--- src/rtl/fairy_muldiv_unit_if.sv ---
// Request/result bundle between the execute stage and the multiply/divide unit.
interface fairy_muldiv_unit_if #(
    parameter int WIDTH = 32
);
    logic             start;
    logic [1:0]       op;
    logic [WIDTH-1:0] op0;
    logic [WIDTH-1:0] op1;
    logic             cancel;
    logic             busy;
    logic             stall;
    logic             valid;
    logic [WIDTH-1:0] hi;
    logic [WIDTH-1:0] lo;

    modport master (
        output start, op, op0, op1, cancel,
        input  busy, stall, valid, hi, lo
    );

    modport slave (
        input  start, op, op0, op1, cancel,
        output busy, stall, valid, hi, lo
    );
endinterface

--- src/rtl/fairy_muldiv_unit.sv ---
// Iterative signed/unsigned MULT/DIV producing {hi, lo}; WIDTH+1 cycles to valid (1 for fast multiply).
// No queuing: start is only taken in IDLE/DONE, stall holds the pipeline while CALC is running.
module fairy_muldiv_unit #(
    parameter int WIDTH    = 32,
    parameter bit FAST_MUL = 1'b1
) (
    input logic                clk,
    input logic                reset_n,
    fairy_muldiv_unit_if.slave bus
);
    localparam int CW = $clog2(WIDTH + 1);

    typedef enum logic [1:0] {S_IDLE, S_CALC, S_DONE} state_t;

    state_t               state_q, state_d;
    logic [CW-1:0]        cnt_q;
    logic [2*WIDTH-1:0]   acc_q, acc_d;
    logic [WIDTH-1:0]     b_q, raw0_q;
    logic                 is_div_q, neg_p_q, neg_r_q;
    logic [WIDTH-1:0]     hi_q, lo_q;

    logic                 accept, fast_go, finish;
    logic                 s0, s1;
    logic [WIDTH-1:0]     mag0_in, mag1_in;
    logic [WIDTH:0]       rem_sh, diff, sum;
    logic [2*WIDTH-1:0]   res_calc, prod_fast, res_fast;

    assign accept  = (state_q != S_CALC) && bus.start && !bus.cancel;
    assign fast_go = FAST_MUL && !bus.op[1];
    assign finish  = (state_q == S_CALC) && (cnt_q == CW'(1)) && !bus.cancel;

    // op[0]==0 selects the signed flavour of both MULT and DIV
    assign s0      = !bus.op[0] && bus.op0[WIDTH-1];
    assign s1      = !bus.op[0] && bus.op1[WIDTH-1];
    assign mag0_in = s0 ? -bus.op0 : bus.op0;
    assign mag1_in = s1 ? -bus.op1 : bus.op1;

    always_comb begin
        state_d = state_q;
        case (state_q)
            S_IDLE, S_DONE: begin
                if (accept) state_d = fast_go ? S_DONE : S_CALC;
                else        state_d = S_IDLE;
            end
            S_CALC:  if (cnt_q == CW'(1)) state_d = S_DONE;
            default: state_d = S_IDLE;
        endcase
        if (bus.cancel) state_d = S_IDLE;
    end

    // acc holds {partial remainder, dividend/quotient} for divide and the
    // shifting {partial product, multiplier} pair for multiply.
    always_comb begin
        rem_sh = {acc_q[2*WIDTH-1:WIDTH], acc_q[WIDTH-1]};
        diff   = rem_sh - {1'b0, b_q};
        sum    = {1'b0, acc_q[2*WIDTH-1:WIDTH]} + (acc_q[0] ? {1'b0, b_q} : '0);
        if (is_div_q) begin
            if (diff[WIDTH]) acc_d = {rem_sh[WIDTH-1:0], acc_q[WIDTH-2:0], 1'b0};
            else             acc_d = {diff[WIDTH-1:0], acc_q[WIDTH-2:0], 1'b1};
        end else begin
            acc_d = {sum, acc_q[WIDTH-1:1]};
        end
    end

    always_comb begin
        res_calc = neg_p_q ? -acc_d : acc_d;
        if (is_div_q) begin
            if (b_q == '0) begin
                res_calc = {raw0_q, {WIDTH{1'b1}}};
            end else begin
                res_calc[WIDTH-1:0]       = neg_p_q ? -acc_d[WIDTH-1:0] : acc_d[WIDTH-1:0];
                res_calc[2*WIDTH-1:WIDTH] = neg_r_q ? -acc_d[2*WIDTH-1:WIDTH]
                                                    : acc_d[2*WIDTH-1:WIDTH];
            end
        end
    end

    assign prod_fast = (2*WIDTH)'(mag0_in) * (2*WIDTH)'(mag1_in);
    assign res_fast  = (s0 ^ s1) ? -prod_fast : prod_fast;

    always_ff @(posedge clk or negedge reset_n) begin
        if (!reset_n) begin
            state_q  <= S_IDLE;
            cnt_q    <= '0;
            acc_q    <= '0;
            b_q      <= '0;
            raw0_q   <= '0;
            is_div_q <= 1'b0;
            neg_p_q  <= 1'b0;
            neg_r_q  <= 1'b0;
            hi_q     <= '0;
            lo_q     <= '0;
        end else begin
            state_q <= state_d;
            if (bus.cancel) begin
                cnt_q <= '0;
            end else if (accept) begin
                cnt_q    <= fast_go ? '0 : CW'(WIDTH);
                acc_q    <= {{WIDTH{1'b0}}, mag0_in};
                b_q      <= mag1_in;
                raw0_q   <= bus.op0;
                is_div_q <= bus.op[1];
                neg_p_q  <= s0 ^ s1;
                neg_r_q  <= s0;
            end else if (state_q == S_CALC) begin
                cnt_q <= cnt_q - CW'(1);
                acc_q <= acc_d;
            end
            if (finish)                {hi_q, lo_q} <= res_calc;
            else if (accept && fast_go) {hi_q, lo_q} <= res_fast;
        end
    end

    assign bus.busy  = (state_q == S_CALC);
    assign bus.stall = bus.busy || accept;
    assign bus.valid = (state_q == S_DONE);
    assign bus.hi    = hi_q;
    assign bus.lo    = lo_q;
endmodule

--- src/flat_wrapper.sv ---
// flat-port wrapper written by rule: the top's interface ports become plain ports
module fairy_muldiv_unit_flat 
#(
    parameter int WIDTH    = 32,
    parameter bit FAST_MUL = 1'b1
)
  (clk, reset_n, bus_start, bus_op, bus_op0, bus_op1, bus_cancel, bus_busy, bus_stall, bus_valid, bus_hi, bus_lo);
  fairy_muldiv_unit_if #(.WIDTH(WIDTH)) bus_i ();
  input logic clk;
  input logic reset_n;
  input wire logic [$bits(bus_i.start)-1:0] bus_start;
  input wire logic [$bits(bus_i.op)-1:0] bus_op;
  input wire logic [$bits(bus_i.op0)-1:0] bus_op0;
  input wire logic [$bits(bus_i.op1)-1:0] bus_op1;
  input wire logic [$bits(bus_i.cancel)-1:0] bus_cancel;
  output wire logic [$bits(bus_i.busy)-1:0] bus_busy;
  output wire logic [$bits(bus_i.stall)-1:0] bus_stall;
  output wire logic [$bits(bus_i.valid)-1:0] bus_valid;
  output wire logic [$bits(bus_i.hi)-1:0] bus_hi;
  output wire logic [$bits(bus_i.lo)-1:0] bus_lo;
  assign bus_i.start = bus_start;
  assign bus_i.op = bus_op;
  assign bus_i.op0 = bus_op0;
  assign bus_i.op1 = bus_op1;
  assign bus_i.cancel = bus_cancel;
  assign bus_busy = bus_i.busy;
  assign bus_stall = bus_i.stall;
  assign bus_valid = bus_i.valid;
  assign bus_hi = bus_i.hi;
  assign bus_lo = bus_i.lo;
  fairy_muldiv_unit #(.WIDTH(WIDTH), .FAST_MUL(FAST_MUL)) u_core (.clk(clk), .reset_n(reset_n), .bus(bus_i));
endmodule
--- config.mk ---
export PLATFORM = sky130hd
export DESIGN_NAME = fairy_muldiv_unit_flat
export DESIGN_NICKNAME = d
export VERILOG_FILES = /design/src/rtl/fairy_muldiv_unit_if.sv /design/src/rtl/fairy_muldiv_unit.sv /design/src/flat_wrapper.sv
export SDC_FILE = /design/constraint.sdc
export NUM_CORES = 2
export LEC_CHECK = 0
export CORE_ASPECT_RATIO = 1.75
export CORE_MARGIN = 10
export CORE_UTILIZATION = 47
export CTS_CLUSTER_SIZE = 25
export DETAILED_ROUTE_END_ITERATION = 6
export PLACE_DENSITY = 0.74
export SKIP_LAST_GASP = 1
export SYNTH_ARGS = -nofsm -noshare
export SYNTH_HDL_FRONTEND = slang
export SYNTH_SLANG_ARGS = --single-unit
--- constraint.sdc ---
create_clock -name clk -period 5 [get_ports clk]
set_input_delay 1 -clock clk [delete_from_list [all_inputs] [get_ports clk]]
set_output_delay 1 -clock clk [all_outputs]
set_load 0.005 [all_outputs]
==> flow_metrics.tcl <==
set metrics [dict create \
    cp_slowest_stage_delay_ns 0.57 \
    clock_latency_ns 0.63 \
    status "finished, violations left" \
    synth_seq_cells 203 \
    fin_hold_ws_ns 0.442 \
    synth_flop_cell "dfrtp_1" \
    dr.pass1.iters 7 \
    vias 57000 \
    setup_viol 60 \
    fin_worst_skew_ns 0.0513 \
    start_util 0.475 \
    root_buffer "clkbuf_16" \
    critPathSlowestCell "a211oi_4" \
    synthArstFlopShare 1.00 \
    final_area_sq_um 74000 \
    drcViolationCount 7 \
    drv_slew 0 \
    vias_per_cell 6.06 \
    syn2layout_area_growth_pct 43.2 \
    tightest_slew_ns 1.24 \
    ys_top_cells_by_area "fa_1, dfrtp_1, ha_1" \
    syn_area_sq_um 51700 \
    fin_ws_ns -5.88 \
    synth_top_cell_area_share 0.348 \
    avgRoutedWirePerCell_um 29.8 \
    endpoint "u_core.bus.hi[30]" \
    path_max_fanout 5 \
    antenna_found_initial 29 \
    wl_um 280000 \
    rsz0062_at_grt "yes" \
    criticalPathCategory "in -> reg" \
    crit_top_cell "fa_1" \
    violations "DRC, setup timing" \
    min_period_ns 10.88 \
    cp-start-kind "input port" \
    detailedPlace.worstSlack_ns -7.23 \
    fp.dieH_um 459 \
    ant_nets 0 \
    synthesis.nets 7643 \
    grtUsageTotal 0.442 \
    numCtsBuffers 18 \
    worstPathArrival_ns 11.35 \
    layout-drive-gt1-share 0.322 \
    seq_area_frac_synth 0.0983 \
    max_freq_ghz 0.0919 \
    dieArea_sq_um 124000 \
    synth_common_cells "inv_1, nand2_1, fa_1, nor2_1, ha_1" \
    r2r.worst_path.cells 25 \
    coreArea_sq_um 109000 \
    final_util 0.680 \
    endpoint_kind "register" \
    postCtsHoldBufs 0 \
    cap_violations 0 \
    die_w_um 271 \
    nets 9222 \
    startpoint "bus_op0[2]" \
    yosys_warnings 0 \
    postSynthAreaPerCell_sq_um 8.15 \
    rr_startpoint "u_core.b_q[24]" \
    clkSinkCount 203 \
    yosysMostFrequentCell "inv_1" \
    gp_congestion 1.08 \
    cts.clk_slew.worst_paths_ns 0.09 \
    cts_buffer_depth 3 \
    worst_hold_path_type "in -> async" \
    fill_cells 8586 \
    io_buffers 136 \
    grt_pass1_vias 59800 \
    synth_area_leader_cell "fa_1" \
    timing.final.crit_share 2.18 \
    tritoncts "yes" \
    synth_cells 6341 \
    worst-path-stages 42 \
    crit_required_ns 5.47 \
    drtIter0Drc 5688 \
    place_area_sq_um 67800 \
    r2r_slack_ns -1.43 \
    rows 160 \
    worst-path-buf-inv 11 \
    yosysUniqueCellTypes 100 \
    hold_viol_final 0 \
    grt_overflow 0 \
    cp_top_family "adder cells" \
    slew_headroom 0.167 \
    grt_max_degree 98 \
    cts_max_level 1 \
    grt_pass1_wl_um 395000 \
    dp_hpwl_um 220000 \
    synth-edff-count 0 \
    boundaryPins 137 \
    worstReg2RegEnd "u_core.bus.hi[24]" \
]
## kinds of logic after synthesis
kind of cell	synth area share
fa+ha+maj	0.429
mux	0.0110
compound gates	0.127
buf+inv	0.0965
flops	0.0983
simple gates	0.181
xor+xnor	0.0580
## worst register-to-register path, cell delays in order (launching register included)
cell and delay, ns:
dfrtp_1 0.35, inv_1 0.20, ha_1 0.39, nand4_1 0.10, buf_4 0.17, nor3_1 0.20
a221oi_1 0.16, o22ai_1 0.78, a211o_1 0.24, buf_4 0.15, o21ai_0 0.17, a21o_1 0.26
inv_1 0.09, ha_1 0.22, nand2_1 0.07, a311oi_1 0.19, buf_4 0.16, nand4_1 0.20
or3_1 0.60, or3_1 0.58, o31ai_1 0.30, xor2_1 0.11, o221ai_1 0.20, buf_4 0.22
o21ai_0 0.12, a21oi_2 0.12
## area by class of cell
class	count	area, sq um	area share
clock inverters	9	154	0.00208
clock buffers	22	485	0.00656
flip-flops and latches	203	5080	0.0687
multi-input cells	4814	46500	0.628
well taps	1458	1820	0.0246
inverters	992	3750	0.0507
repair buffers	1891	16200	0.219
diodes	21	52.6	0.000710
## per-layer routing
layer / track usage / wire, um / vias to the layer above
met5: 0.00116 / 88 / -
met4: 0.518 / 42600 / 10
met3: 0.131 / 27500 / 1853
met2: 0.734 / 132000 / 3865
met1: 0.398 / 78500 / 27800
li1: - / - / 23500
## registers in the layout, summed over array words and instances (netlist names), 2 cells and up
signal,flops
u_core.bus.lo,32
u_core.raw0_q,32
u_core.acc_q,64
u_core.bus.hi,32
u_core.cnt_q,6
u_core.state_q,2
u_core.b_q,32
## through the flow
stage                     instances  setup TNS, ns
after global placement         9145        -340.47
after CTS                      9325        -271.56
after detailed placement       9145        -347.13
after global routing           9393        -295.38
after floorplan                6341        -247.30
final                          9410        -280.47
## cells in the final DEF (no fill, tap or decap), drive strengths merged, types with 47 or more instances in the layout
| master | count |
|---|---|
| o21ai | 270 |
| xnor2 | 199 |
| dfrtp | 203 |
| mux2i | 48 |
| buf | 1759 |
| a21oi | 268 |
| o221ai | 55 |
| nand3 | 80 |
| xor2 | 143 |
| inv | 985 |
| and2 | 65 |
| fa | 898 |
| o211ai | 47 |
| clkdlybuf4s50 | 97 |
| nand2 | 921 |
| nand4 | 56 |
| nor2 | 741 |
| nor3 | 100 |
| ha | 334 |
## worst min-delay path by stage
stage                     slack (ns)              start  cells after the start           endpoint
final                           0.44            reset_n                      1    u_core.is_div_q
after floorplan                 0.44  u_core.raw0_q[14]                      2  u_core.raw0_q[14]
after global routing            0.48            reset_n                      1    u_core.is_div_q
after CTS                       0.48   u_core.raw0_q[4]                      2   u_core.raw0_q[4]
after detailed placement        0.47  u_core.raw0_q[17]                      2  u_core.raw0_q[17]
after global placement          0.46   u_core.raw0_q[8]                      2   u_core.raw0_q[8]
## timing repair
action | in CTS | in global routing
resized for setup | 488 | 382
endpoints found under the hold margin | 0 | 0
setup buffers | 173 | 76
endpoints found under the setup margin | 61 | 61
pin swaps | 281 | 239
Power is not shown: default switching activity piles up to over one toggle a cycle in this logic, so the estimate is an artifact.
